**src/rtl/mips_pipe_pkg.sv**
```systemverilog
// Shared MIPS pipeline types: MEM-stage FSM states, default widths and the MEM/WB bubble.
package mips_pipe_pkg;

    localparam int DATA_W     = 32;
    localparam int REG_ADDR_W = 5;

    typedef enum logic {
        MS_IDLE,
        MS_WAIT
    } mem_state_t;

    typedef struct packed {
        logic reg_write;
        logic mem_to_reg;
    } wb_ctrl_t;

    localparam wb_ctrl_t WB_CTRL_BUBBLE = '0;

endpackage

```
**src/rtl/mem_stage_unit_if.sv**
```systemverilog
// Data-memory req/ack port: master is the MEM stage, slave is the memory.
interface mem_stage_unit_if #(
    parameter int DATA_W = 32
);
    logic              dmem_req;
    logic              dmem_we;
    logic [DATA_W-1:0] dmem_addr;
    logic [DATA_W-1:0] dmem_wdata;
    logic              dmem_ack;
    logic [DATA_W-1:0] dmem_rdata;

    modport master (
        output dmem_req, dmem_we, dmem_addr, dmem_wdata,
        input  dmem_ack, dmem_rdata
    );

    modport slave (
        input  dmem_req, dmem_we, dmem_addr, dmem_wdata,
        output dmem_ack, dmem_rdata
    );
endinterface

```
**src/rtl/mem_stage_unit_mem_wb_reg.sv**
```systemverilog
// MEM/WB pipeline register; bubble clears every field, otherwise load captures the stage results.
module mem_wb_reg #(
    parameter int DATA_W     = mips_pipe_pkg::DATA_W,
    parameter int REG_ADDR_W = mips_pipe_pkg::REG_ADDR_W
) (
    input  logic                    clk,
    input  logic                    reset,
    input  logic                    load_i,
    input  logic                    bubble_i,
    input  mips_pipe_pkg::wb_ctrl_t ctrl_i,
    input  logic [REG_ADDR_W-1:0]   wr_reg_i,
    input  logic [DATA_W-1:0]       read_data_i,
    input  logic [DATA_W-1:0]       alu_i,
    output mips_pipe_pkg::wb_ctrl_t ctrl_o,
    output logic [REG_ADDR_W-1:0]   wr_reg_o,
    output logic [DATA_W-1:0]       read_data_o,
    output logic [DATA_W-1:0]       alu_o
);
    import mips_pipe_pkg::*;

    wb_ctrl_t              ctrl_q;
    logic [REG_ADDR_W-1:0] wr_reg_q;
    logic [DATA_W-1:0]     read_data_q;
    logic [DATA_W-1:0]     alu_q;

    always_ff @(posedge clk or negedge reset) begin
        if (!reset) begin
            ctrl_q      <= WB_CTRL_BUBBLE;
            wr_reg_q    <= '0;
            read_data_q <= '0;
            alu_q       <= '0;
        end else if (bubble_i) begin
            ctrl_q      <= WB_CTRL_BUBBLE;
            wr_reg_q    <= '0;
            read_data_q <= '0;
            alu_q       <= '0;
        end else if (load_i) begin
            ctrl_q      <= ctrl_i;
            wr_reg_q    <= wr_reg_i;
            read_data_q <= read_data_i;
            alu_q       <= alu_i;
        end
    end

    assign ctrl_o      = ctrl_q;
    assign wr_reg_o    = wr_reg_q;
    assign read_data_o = read_data_q;
    assign alu_o       = alu_q;
endmodule

```
**src/rtl/mem_stage_unit.sv**
```systemverilog
// MIPS MEM stage: BEQ resolution, req/ack load/store FSM with upstream stall, MEM/WB register.
// Optional access timeout with sticky mem_error: define MEM_STAGE_TIMEOUT_EN.
module mem_stage_unit #(
    parameter int DATA_W         = mips_pipe_pkg::DATA_W,
    parameter int REG_ADDR_W     = mips_pipe_pkg::REG_ADDR_W,
    parameter int TIMEOUT_CYCLES = 64
) (
    input  logic                  clk,
    input  logic                  reset,
    input  logic                  in_Ctrl_RegWrite,
    input  logic                  in_Ctrl_MemToReg,
    input  logic                  in_Ctrl_MemRead,
    input  logic                  in_Ctrl_MemWrite,
    input  logic                  in_Ctrl_Branch_Equal,
    input  logic                  in_zero,
    input  logic [REG_ADDR_W-1:0] in_Write_Register,
    input  logic [DATA_W-1:0]     in_New_PC,
    input  logic [DATA_W-1:0]     in_ALU_Result,
    input  logic [DATA_W-1:0]     in_Write_Data,
    mem_stage_unit_if.master      dmem,
    output logic                  stall,
    output logic                  pc_src,
    output logic [DATA_W-1:0]     branch_target,
    output logic                  out_Ctrl_RegWrite,
    output logic                  out_Ctrl_MemToReg,
    output logic [REG_ADDR_W-1:0] out_Write_Register,
    output logic [DATA_W-1:0]     out_Read_Data,
    output logic [DATA_W-1:0]     out_ALU_Result,
    output logic                  mem_error
);
    import mips_pipe_pkg::*;

    mem_state_t        state_q;
    logic              req_q;
    logic              mem_op;
    logic              store_wins;
    logic              is_load;
    logic              abort;
    wb_ctrl_t          wb_ctrl_d;
    wb_ctrl_t          wb_ctrl_o;
    logic [DATA_W-1:0] read_data_d;

    assign mem_op     = in_Ctrl_MemRead | in_Ctrl_MemWrite;
    assign store_wins = in_Ctrl_MemRead & in_Ctrl_MemWrite;
    assign is_load    = in_Ctrl_MemRead & ~in_Ctrl_MemWrite;

`ifdef MEM_STAGE_TIMEOUT_EN
    logic [6:0] wait_cnt_q;
    logic       err_q;
    assign abort     = (state_q == MS_WAIT) && !dmem.dmem_ack
                       && (wait_cnt_q == 7'(TIMEOUT_CYCLES - 1));
    assign mem_error = err_q;
`else
    assign abort     = 1'b0;
    assign mem_error = 1'b0;
`endif

    always_comb begin
        stall = 1'b0;
        if (state_q == MS_IDLE) stall = mem_op;
        else                    stall = !dmem.dmem_ack && !abort;
    end

    always_ff @(posedge clk or negedge reset) begin
        if (!reset) begin
            state_q <= MS_IDLE;
            req_q   <= 1'b0;
`ifdef MEM_STAGE_TIMEOUT_EN
            wait_cnt_q <= '0;
            err_q      <= 1'b0;
`endif
        end else begin
            case (state_q)
                MS_IDLE: begin
                    if (mem_op) begin
                        state_q <= MS_WAIT;
                        req_q   <= 1'b1;
`ifdef MEM_STAGE_TIMEOUT_EN
                        wait_cnt_q <= '0;
`endif
                    end
                end
                default: begin
                    if (dmem.dmem_ack || abort) begin
                        state_q <= MS_IDLE;
                        req_q   <= 1'b0;
                    end
`ifdef MEM_STAGE_TIMEOUT_EN
                    else wait_cnt_q <= wait_cnt_q + 7'd1;
                    if (abort) err_q <= 1'b1;
`endif
                end
            endcase
        end
    end

    // Read data is only meaningful on the completing cycle of a pure load; an abort never acks.
    assign read_data_d = (state_q == MS_WAIT && dmem.dmem_ack && is_load) ? dmem.dmem_rdata : '0;
    assign wb_ctrl_d.reg_write  = in_Ctrl_RegWrite & ~store_wins & ~abort;
    assign wb_ctrl_d.mem_to_reg = in_Ctrl_MemToReg;

    mem_wb_reg #(
        .DATA_W     (DATA_W),
        .REG_ADDR_W (REG_ADDR_W)
    ) u_mem_wb (
        .clk         (clk),
        .reset       (reset),
        .load_i      (!stall),
        .bubble_i    (stall),
        .ctrl_i      (wb_ctrl_d),
        .wr_reg_i    (in_Write_Register),
        .read_data_i (read_data_d),
        .alu_i       (in_ALU_Result),
        .ctrl_o      (wb_ctrl_o),
        .wr_reg_o    (out_Write_Register),
        .read_data_o (out_Read_Data),
        .alu_o       (out_ALU_Result)
    );

    assign out_Ctrl_RegWrite = wb_ctrl_o.reg_write;
    assign out_Ctrl_MemToReg = wb_ctrl_o.mem_to_reg;

    assign dmem.dmem_req   = req_q;
    assign dmem.dmem_we    = in_Ctrl_MemWrite;
    assign dmem.dmem_addr  = in_ALU_Result;
    assign dmem.dmem_wdata = in_Write_Data;

    assign pc_src        = in_Ctrl_Branch_Equal & in_zero & ~stall;
    assign branch_target = in_New_PC;
endmodule

```
**src/flat_wrapper.sv**
```systemverilog
// flat-port wrapper written by rule: the top's interface ports become plain ports
module mem_stage_unit_flat import mips_pipe_pkg::*;
#(
    parameter int DATA_W         = mips_pipe_pkg::DATA_W,
    parameter int REG_ADDR_W     = mips_pipe_pkg::REG_ADDR_W,
    parameter int TIMEOUT_CYCLES = 64
)
  (clk, reset, in_Ctrl_RegWrite, in_Ctrl_MemToReg, in_Ctrl_MemRead, in_Ctrl_MemWrite, in_Ctrl_Branch_Equal, in_zero, in_Write_Register, in_New_PC, in_ALU_Result, in_Write_Data, stall, pc_src, branch_target, out_Ctrl_RegWrite, out_Ctrl_MemToReg, out_Write_Register, out_Read_Data, out_ALU_Result, mem_error, dmem_dmem_req, dmem_dmem_we, dmem_dmem_addr, dmem_dmem_wdata, dmem_dmem_ack, dmem_dmem_rdata);
  mem_stage_unit_if #(.DATA_W(DATA_W)) dmem_i ();
  input  logic clk;
  input  logic reset;
  input  logic in_Ctrl_RegWrite;
  input  logic in_Ctrl_MemToReg;
  input  logic in_Ctrl_MemRead;
  input  logic in_Ctrl_MemWrite;
  input  logic in_Ctrl_Branch_Equal;
  input  logic in_zero;
  input  logic [REG_ADDR_W-1:0] in_Write_Register;
  input  logic [DATA_W-1:0] in_New_PC;
  input  logic [DATA_W-1:0] in_ALU_Result;
  input  logic [DATA_W-1:0] in_Write_Data;
  output logic stall;
  output logic pc_src;
  output logic [DATA_W-1:0] branch_target;
  output logic out_Ctrl_RegWrite;
  output logic out_Ctrl_MemToReg;
  output logic [REG_ADDR_W-1:0] out_Write_Register;
  output logic [DATA_W-1:0] out_Read_Data;
  output logic [DATA_W-1:0] out_ALU_Result;
  output logic mem_error;
  output wire logic [$bits(dmem_i.dmem_req)-1:0] dmem_dmem_req;
  output wire logic [$bits(dmem_i.dmem_we)-1:0] dmem_dmem_we;
  output wire logic [$bits(dmem_i.dmem_addr)-1:0] dmem_dmem_addr;
  output wire logic [$bits(dmem_i.dmem_wdata)-1:0] dmem_dmem_wdata;
  input wire logic [$bits(dmem_i.dmem_ack)-1:0] dmem_dmem_ack;
  input wire logic [$bits(dmem_i.dmem_rdata)-1:0] dmem_dmem_rdata;
  assign dmem_dmem_req = dmem_i.dmem_req;
  assign dmem_dmem_we = dmem_i.dmem_we;
  assign dmem_dmem_addr = dmem_i.dmem_addr;
  assign dmem_dmem_wdata = dmem_i.dmem_wdata;
  assign dmem_i.dmem_ack = dmem_dmem_ack;
  assign dmem_i.dmem_rdata = dmem_dmem_rdata;
  mem_stage_unit #(.DATA_W(DATA_W), .REG_ADDR_W(REG_ADDR_W), .TIMEOUT_CYCLES(TIMEOUT_CYCLES)) u_core (.clk(clk), .reset(reset), .in_Ctrl_RegWrite(in_Ctrl_RegWrite), .in_Ctrl_MemToReg(in_Ctrl_MemToReg), .in_Ctrl_MemRead(in_Ctrl_MemRead), .in_Ctrl_MemWrite(in_Ctrl_MemWrite), .in_Ctrl_Branch_Equal(in_Ctrl_Branch_Equal), .in_zero(in_zero), .in_Write_Register(in_Write_Register), .in_New_PC(in_New_PC), .in_ALU_Result(in_ALU_Result), .in_Write_Data(in_Write_Data), .dmem(dmem_i), .stall(stall), .pc_src(pc_src), .branch_target(branch_target), .out_Ctrl_RegWrite(out_Ctrl_RegWrite), .out_Ctrl_MemToReg(out_Ctrl_MemToReg), .out_Write_Register(out_Write_Register), .out_Read_Data(out_Read_Data), .out_ALU_Result(out_ALU_Result), .mem_error(mem_error));
endmodule
```
**config.mk**
```make
export PLATFORM = sky130hd
export DESIGN_NAME = mem_stage_unit_flat
export DESIGN_NICKNAME = d
export VERILOG_FILES = /design/src/rtl/mips_pipe_pkg.sv /design/src/rtl/mem_stage_unit_if.sv /design/src/rtl/mem_stage_unit_mem_wb_reg.sv /design/src/rtl/mem_stage_unit.sv /design/src/flat_wrapper.sv
export SDC_FILE = /design/constraint.sdc
export NUM_CORES = 1
export LEC_CHECK = 0
export ABC_AREA = 0
export CAP_MARGIN = 20
export CORE_AREA = 2 2 121 123
export CTS_CLUSTER_SIZE = 25
export DETAILED_ROUTE_END_ITERATION = 8
export DIE_AREA = 0 0 123 125
export DONT_BUFFER_PORTS = 1
export GPL_TIMING_DRIVEN = 1
export PLACE_DENSITY = 0.36
export SLEW_MARGIN = 5
export SYNTH_ARGS = -nofsm -noshare
export SYNTH_HDL_FRONTEND = slang
export SYNTH_SLANG_ARGS = --single-unit
```
**constraint.sdc**
```tcl
create_clock -name clk -period 2.1 [get_ports clk]
set_clock_uncertainty 0.2 [all_clocks]
set_input_delay 0.42 -clock clk [delete_from_list [all_inputs] [get_ports clk]]
set_output_delay 0.42 -clock clk [all_outputs]
set_load 0.01 [all_outputs]
```
==> reports/results.txt, run 1 <==
Status: finished, violations left
Failing checks: negative hold slack
Initial antenna violation count: 0
Global route overflow: 0
Area grow syn2layout: 5.67%
CP max FO: 8
CTS max path bufs: 2
H-tree depth: 3
Syn Nets: 403
Num rows: 44
CTS Buf Count: 9
Reg2reg path depth: 4
WL per Instance: 24.0 um
Avg Cell Area, Syn: 12.0 sq um
Comb pwr share: 4.8%
Clock share of power: 48.9%
Total power: 0.00337 W
Post-synthesis cell area: 3130 sq um
Pre-antenna DRT Iters: 3
Worst VDD drop: 0.307 mV
Synth cell types: 16
Root Buffer: clkbuf_16
R2r startpoint: u_core.state_q$_DFF_PN0_
I/O pin count: 314
Arrival @ worst endpoint: 1.38 ns
RePlAce Congestion: 0.765
IO Port Bufs: 0
# diodes: 0
RSZ-0062 raised after global routing: false
Pwr dens: 1020 nW/um^2
Post-CTS Hold Fix Bufs: 39
Final Util: 23.3%
MaxCap Viol Count: 0
Setup crit start: u_core.state_q$_DFF_PN0_
Hold Path Class: input pin to asynchronous set/reset pin
Share of cells above drive strength 1: 10.3%
Final Hold Viols: 73
DP Wirelength: 7400 um
Register area share after synthesis: 58.3%
Routed vias: 1425
Switching Fraction: 21.7%
R2R setup slack: 0.55 ns
Largest net degree at the start of global routing: 74
Routed Antenna Nets: 0
Full die area: 15400 sq um
Design internal power: 0.00264 W
Final setup vio count: 0
Chip width: 123 um
Final worst-path cycle share: 95.1%
Sequential Power Share: 46.3%
Final min period: 2.00 ns
Most common cell after layout, fill and taps aside: dfrtp_1
Lkg Pwr: 1.51 nW
Min Hold Slack: -0.422 ns
Final #Nets: 351
First-pass GRT wire length: 12700 um
Via density: 3.59
Initial DRC Count: 20
Vias in the first global route: 1583
CTS tree: built
Sw Pwr: 0.000734 W
Commonest cells after routing, fill and taps aside: dfrtp_1 (73), dlygate4sd3_1 (39), nor2b_1 (38), and2_1 (32), clkbuf_16 (9)
Startpoint Class: flop
CTS Sinks: 73
Synth Warn #: 0
Critical path class: flop to output port
Clk slew on worst S/H paths: 0.06 ns
Req. time, crit path: 1.48 ns
Post-Syn Instances: 261
DIE HEIGHT: 125 um
Total core area: 14200 sq um
Max-slew violation count: 0
Setup tns final: 0 ns
Yosys reg bits: 73
R2R Path End: u_core.u_mem_wb.alu_o[9]$_DFF_PN0_
Tot GR Track Use: 12.4%
Residual DRC count: 0
Initial Utilization: 22.1%
Worst setup EP type: output port
Routed WL: 9540 um
Worst skew pair latency: 0.33 ns
Fmax: 501 MHz
==> what timing repair did <==
item / 4_1_cts / 5_1_grt
buffers inserted: 0 / 0
setup endpoints to repair: 0 / 1
gates resized for setup: 0 / 1
endpoints found under the hold margin: 112 / 73
==> per-layer routing <==
layer / global-route usage (%) / vias up / part of all wire, %
met5: 0 / - / 0
met4: 7.35 / 0 / 2.9
met3: 12.0 / 19 / 22
met2: 20.0 / 162 / 50
met1: 9.14 / 659 / 25
li1: - / 585 / -
==> worst max-delay path by stage <==
stage | cells after the start | end | slack, ns
after detailed placement | 2 | pc_src | 0.41
after global routing | 3 | stall | 0.01
after global placement | 2 | pc_src | 0.41
after floorplan | 3 | pc_src | 0.38
final | 2 | pc_src | 0.10
after CTS | 3 | stall | 0.04
==> through the flow <==
stage | setup slack (ns) | instances | area [sq um]
floorplan | 0.379 | 261 | 3130
global placement | 0.411 | 343 | 2600
detailed placement | 0.413 | 343 | 2600
CTS | 0.0375 | 397 | 3310
global route | 0.0141 | 397 | 3310
finish | 0.103 | 397 | 3310
==> worst max-delay path, cell delays in order, from the launching register on <==
cell	delay, ns
dfrtp_1	0.42
o31a_2	0.39
nor2_1	0.24
==> cell families after synthesis <==
kind of cell	synth area share, %
buf+inv	25.2
other cells	0.120
flops	58.3
simple gates	15.6
compound gates	0.838
==> synthesized netlist by cell type <==
master,instances,share of area [%]
and2_1,32,6.4
nand2_1,2,0.24
a21oi_1,1,0.16
or2_2,1,0.20
o21ai_0,1,0.16
buf_6,3,1.1
o21a_1,1,0.24
conb_1,1,0.12
nor2b_1,38,7.6
dfrtp_1,73,58
o31a_1,1,0.28
nor3b_4,1,0.60
buf_2,4,0.64
nand2_2,1,0.20
buf_4,98,23
nor2_1,3,0.36
==> area by class of cell <==
class                           count  area, sq um
Sequential cell                    73         1830
Clock inverter                      5         80.1
Multi-Input combinational cell     83          519
Timing Repair Buffer               42          417
Clock buffer                       10          239
Tap cell                          184          230
Fill cell                        1499        10900
==> state kept, by name, indices dropped and copies added, names as in the netlist <==
name / cells
u_core.u_mem_wb.alu_o: 32
u_core.dmem.dmem_req: 1
u_core.u_mem_wb.read_data_o: 32
u_core.state_q: 1
u_core.u_mem_wb.wr_reg_o: 5
u_core.u_mem_wb.ctrl_o: 2
==> power groups by stage <==
| stage | clock network [W] | registers, W | logic (W) |
|---|---|---|---|
| finish | 0.00165 | 0.00156 | 0.000162 |
| global route | 0.00180 | 0.00157 | 0.000181 |
| CTS | 0.00173 | 0.00156 | 0.000165 |
| detailed placement | 0 | 0.00159 | 0.000108 |
| global placement | 0 | 0.00159 | 0.000105 |
| floorplan | 0 | 0.00157 | 0.000280 |
(Power assumes the default switching activity.)
==> run 2, diff against run 1 <==
clock period = 2.4 ns   (was 2.1 ns; I/O delays follow)
==> run 2 against run 1 <==
The flow now finishes without violations; first-iteration DRC count grew 85%; utilization is 2.7 points lower; non-clock buffer count shrank 37; worst setup slack better by 0.25 ns; hold slack better by 0.50 ns; flip-flop and latch count stayed put; global-route usage decreased by 0.53 points; final cell count shrank 9.1%; combinational power fell by 25%; critical endpoint is now stall.
==> reports/results.txt, run 2 (synthesis results as in run 1) <==
Status: completed
CTS tree: built
Final setup vio count: 0 (unchanged)
Full die area: 15400 sq um (unchanged)
Commonest cells after routing, fill and taps aside: dfrtp_1 (73), nor2b_1 (38), and2_1 (32), clkbuf_16 (9)
CP peak stage delay: 0.42 ns (about the same)
Vias in the first global route: 1385 (-13%)
Hold Path Class: input pin to flop
RSZ-0062 raised after global routing: false
CTS max path bufs: 2 (unchanged)
Area grow syn2layout: -6.39%
Root Buffer: clkbuf_16
Max-slew violation count: 0 (unchanged)
Setup tns final: 0 ns (unchanged)
Pwr dens: 961 nW/um^2 (-5.7%)
Comb pwr share: 4.3% (-0.5 points)
Arrival @ worst endpoint: 1.36 ns (-0.02 ns)
R2R Path End: u_core.u_mem_wb.read_data_o[26]$_DFF_PN0_
H-tree depth: 3 (unchanged)
# diodes: 0 (unchanged)
Setup crit start: u_core.state_q$_DFF_PN0_
DIE HEIGHT: 125 um (unchanged)
Routed vias: 1326 (-6.9%)
Routed WL: 9150 um (-4.0%)
Initial DRC Count: 37 (+85%)
Most Crowded Layer GR: met2
CP cell instances: nand2_2 -> o31a_2 -> buf_4
Fmax: 490 MHz
Post-CTS Setup Bufs: 0 (unchanged)
Num rows: 44 (unchanged)
GR Layer Usage met3: 12.6% (+0.59 points)
Largest net degree at the start of global routing: 74 (unchanged)
WL per Instance: 25.3 um (+5.5%)
HP Start: dmem_dmem_rdata[9]
MaxCap Viol Count: 0 (unchanged)
Startpoint Class: flop
Min Hold Slack: 0.0728 ns (+0.495 ns)
R2R setup slack: 0.90 ns (+0.35 ns)
Hold depth: 1
Final #Nets: 314 (-11%)
Chip width: 123 um (unchanged)
Initial Utilization: 22.1% (unchanged)
Req. time, crit path: 1.72 ns (+0.24 ns)
Share of cells above drive strength 1: 13.0% (+2.7 points)
Final min period: 2.04 ns
Via density: 3.67 (+2.3%)
Tot GR Track Use: 11.8% (-0.53 points)
Clk slew on worst S/H paths: 0.06 ns (about the same)
Clock share of power: 47.3% (-1.6 points)
Residual DRC count: 0 (unchanged)
CP max FO: 19 (+11)
Sequential Power Share: 48.4% (+2.1 points)
Worst setup EP type: output port
Buf/Inv on CP: 1 (+1)
Final worst-path cycle share: 85.1%
I/O pin count: 314 (unchanged)
Final Util: 20.7% (-2.7 points)
Delay-heaviest family, CP: flip-flops
Post-CTS Hold Fix Bufs: 2 (-95%)
Met1 Resource Use GR: 8.45% (-0.69 points)
Met2 GRT Util: 19.1% (-0.81 points)
Total core area: 14200 sq um (unchanged)
Global route overflow: 0 (unchanged)
Post-CTS sizing: 0 (unchanged)
Final Hold Viols: 0 (-100%)
Critical path endpoint: stall
Fill count: 1541 (+2.8%)
Initial antenna violation count: 2 (+2)
Pre-antenna DRT Iters: 3 (unchanged)
Design internal power: 0.00217 W (-18%)
Switching Fraction: 23.0% (+1.2 points)
Reg2reg path depth: 4 (unchanged)
Critical path class: flop to output port
CTS Sinks: 73 (unchanged)
Routed Antenna Nets: 0 (unchanged)
R2r startpoint: u_core.state_q$_DFF_PN0_
Sw Pwr: 0.000648 W (-12%)
DP Wirelength: 7370 um (-0.48%)
Lkg Pwr: 1.36 nW (-10%)
First-pass GRT wire length: 12100 um (-5.2%)
Most common cell after layout, fill and taps aside: dfrtp_1
CTS Buf Count: 9 (unchanged)
IO Port Bufs: 0 (unchanged)
Worst path slowest cell: dfrtp_1
RePlAce Congestion: 0.776 (+1.5%)
Total power: 0.00282 W (-16%)
Worst VDD drop: 0.283 mV (-7.6%)
Crit. path cell count: 3 (+1)
Worst skew pair latency: 0.34 ns (about the same)
## run 2: changes by cell type in the layout (fill, tap and decap cells not counted), sizes merged
cell,before,now
buf,3,4
clkbuf,10,11
dlygate4sd3,39,1
clkinv,1,2
bufinv,2,1
## run 2: stage by stage
stage | setup slack (ns) | instance area (sq um) | instances
4_1_cts | 0.331 | 2930 | 361
2_1_floorplan | 0.559 | 3130 | 261
3_3_place_gp | 0.645 | 2600 | 343
5_1_grt | 0.286 | 2930 | 361
3_5_place_dp | 0.644 | 2600 | 343
6_report | 0.357 | 2930 | 361
## run 2: power by group through the flow
stage,Clock (W),Sequential (W),Combinational [W]
global route,0.00147,0.00137,0.000141
detailed placement,0,0.00139,0.0000954
CTS,0.00140,0.00137,0.000128
floorplan,0,0.00137,0.000245
finish,0.00133,0.00137,0.000122
global placement,0,0.00139,0.0000908
## run 2: metal layers
metal / vias up / wire [um]
li1: 510 / -
met1: 627 / 2100
met2: 166 / 4680
met3: 19 / 2110
met4: 4 / 231
met5: - / 27
## run 2: final cells by class
type                            count  area (sq um)  share of cell area, %
Sequential cell                    73          1830                   62.3
Multi-Input combinational cell     83           519                   17.7
Clock buffer                       11           243                   8.27
Tap cell                          184           230                   7.85
Timing Repair Buffer                5          60.1                   2.05
Clock inverter                      5          55.1                   1.88
## run 2: how the worst min path moves through the flow
stage          slack [ns]                                        end
2_1_floorplan       -0.02           u_core.dmem.dmem_req$_DFFE_PN0P_
6_report             0.07   u_core.u_mem_wb.read_data_o[9]$_DFF_PN0_
5_1_grt              0.05   u_core.u_mem_wb.read_data_o[1]$_DFF_PN0_
4_1_cts              0.05   u_core.u_mem_wb.read_data_o[1]$_DFF_PN0_
3_3_place_gp        -0.01  u_core.u_mem_wb.read_data_o[28]$_DFF_PN0_
3_5_place_dp        -0.01  u_core.u_mem_wb.read_data_o[28]$_DFF_PN0_
==> run 3, diff against run 2 <==
CORE_AREA = 2 2 123 125   (was 2 2 121 123)
DIE_AREA = 0 0 125 127   (was 0 0 123 125)
PLACE_DENSITY = 0.39   (was 0.36)
==> run 3 against run 2 <==
Die area rose by 3.3%; largest cell class unchanged; fmax rose by 1.6%; critical path depth fell by 1; largest power group is now clock; routed wire length fell by 5.5%.
==> reports/results.txt, run 3 (synthesis results as in run 1) <==
WL per Instance: 24.1 um (-4.9%)
Total core area: 14400 sq um (+1.6%)
DP Wirelength: 7100 um (-3.6%)
Routed Antenna Nets: 0 (unchanged)
Tot GR Track Use: 10.7% (-1.1 points)
Global route overflow: 0 (unchanged)
Most common cell after layout, fill and taps aside: dfrtp_1
Largest net degree at the start of global routing: 74 (unchanged)
Hold Path Class: input pin to flop
Final setup vio count: 0 (unchanged)
Root Buffer: clkbuf_16
Final Hold Viols: 0 (unchanged)
Pre-antenna DRT Iters: 3 (unchanged)
Num rows: 44 (unchanged)
Pwr dens: 1010 nW/um^2 (+4.6%)
RePlAce Congestion: 0.730 (-6.0%)
Fill count: 1523 (-1.2%)
Req. time, crit path: 1.72 ns (about the same)
# diodes: 0 (unchanged)
MaxCap Viol Count: 0 (unchanged)
Worst setup EP type: output port
Vias in the first global route: 1390 (+0.36%)
Commonest cells after routing, fill and taps aside: dfrtp_1 (73), nor2b_1 (38), and2_1 (32), clkbuf_16 (9)
Max-slew violation count: 0 (unchanged)
Lkg Pwr: 1.37 nW (+1.1%)
Footprint of the multi-input gates: 519 sq um (unchanged)
Post-CTS Setup Bufs: 0 (unchanged)
Initial Utilization: 21.7% (-0.34 points)
Final min period: 2.01 ns (-0.0319 ns)
Initial antenna violation count: 0 (-2)
Via density: 3.65 (-0.66%)
I/O pin count: 314 (unchanged)
Residual DRC count: 0 (unchanged)
Full die area: 15900 sq um (+3.3%)
H-tree depth: 3 (unchanged)
Post-CTS Hold Fix Bufs: 2 (unchanged)
Sequential cell area: 1830 sq um (unchanged)
Placed instance area: 2590 sq um (-0.29%)
Area grow syn2layout: -5.51%
RSZ-0062 raised after global routing: false
Fmax: 497 MHz (+1.6%)
Non-filler cells, final: 359 (-0.55%)
Routed WL: 8650 um (-5.5%)
CTS Sinks: 73 (unchanged)
Share of cells above drive strength 1: 12.6% (-0.42 points)
Setup tns final: 0 ns (unchanged)
Status: completed
Dpl cells: 342 (-0.29%)
Clk slew on worst S/H paths: 0.05 ns (about the same)
Critical path class: flop to output port
Chip width: 125 um (+1.6%)
DIE HEIGHT: 127 um (+1.6%)
IO Port Bufs: 0 (unchanged)
Post-CTS sizing: 0 (unchanged)
Worst VDD drop: 0.301 mV (+6.1%)
First-pass GRT wire length: 11700 um (-3.2%)
Startpoint Class: flop
CTS Buf Count: 9 (unchanged)
Routed vias: 1310 (-1.2%)
Initial DRC Count: 42 (+14%)
CP max FO: 4 (-15)
CTS max path bufs: 2 (unchanged)
Worst skew pair latency: 0.33 ns (about the same)
Total power: 0.00298 W (+5.6%)
Arrival @ worst endpoint: 1.33 ns (-0.03 ns)
CTS tree: built
Final #Nets: 313 (-0.32%)
Final worst-path cycle share: 83.8% (-1.3 points)
Cell area after layout: 2960 sq um (+0.94%)
run 3: layout make-up:
| cell class | instances | area share (%) |
|---|---|---|
| clock inverters | 6 | 3.63 |
| multi-input cells | 83 | 17.5 |
| repair buffers | 4 | 1.77 |
| clock buffers | 9 | 7.60 |
| well taps | 184 | 7.77 |
| flip-flops and latches | 73 | 61.7 |
run 3: routing by layer:
metal / global-route usage (%) / share of wire (%)
met3: 9.00 / 19
met2: 18.6 / 54
met1: 8.06 / 25
met4: 5.88 / 2.4
met5: 0 / 0
run 3: per-stage QoR:
step	hold WS, ns	util (%)	setup slack (ns)
CTS	0.0494	20.5	0.360
global placement	-0.0141	18.0	0.601
floorplan	-0.0156	-	0.559
finish	0.0672	20.5	0.389
global route	0.0471	20.5	0.330
detailed placement	-0.0142	18.0	0.600
run 3: worst paths after layout:
check / from / to / slack [ns] / depth (start not counted)
setup / recovery: u_core.state_q$_DFF_PN0_ / pc_src / 0.39 / 2
hold / removal: in_Ctrl_RegWrite / u_core.u_mem_wb.ctrl_o[1]$_DFF_PN0_ / 0.07 / 1
setup reg to reg: u_core.state_q$_DFF_PN0_ / u_core.u_mem_wb.alu_o[6]$_DFF_PN0_ / 0.77 / 4
hold reg to reg: u_core.state_q$_DFF_PN0_ / u_core.dmem.dmem_req$_DFFE_PN0P_ / 0.33 / 1
max in group asynchronous: reset / u_core.u_mem_wb.alu_o[16]$_DFF_PN0_ / 1.19 / 2
min in group asynchronous: reset / u_core.u_mem_wb.read_data_o[28]$_DFF_PN0_ / 0.51 / 2
run 3: power by group:
part	leakage (nW)	internal [W]	total (W)	switching, W
clock	0.161	0.00100	0.00149	0.000490
sequential	0.978	0.00130	0.00137	0.0000681
combinational	0.232	0.0000433	0.000118	0.0000743
run 3: critical path, stage by stage (launching register included):
cell	delay [ns]
dfrtp_1	0.40
o31a_2	0.37
nor2_1	0.23
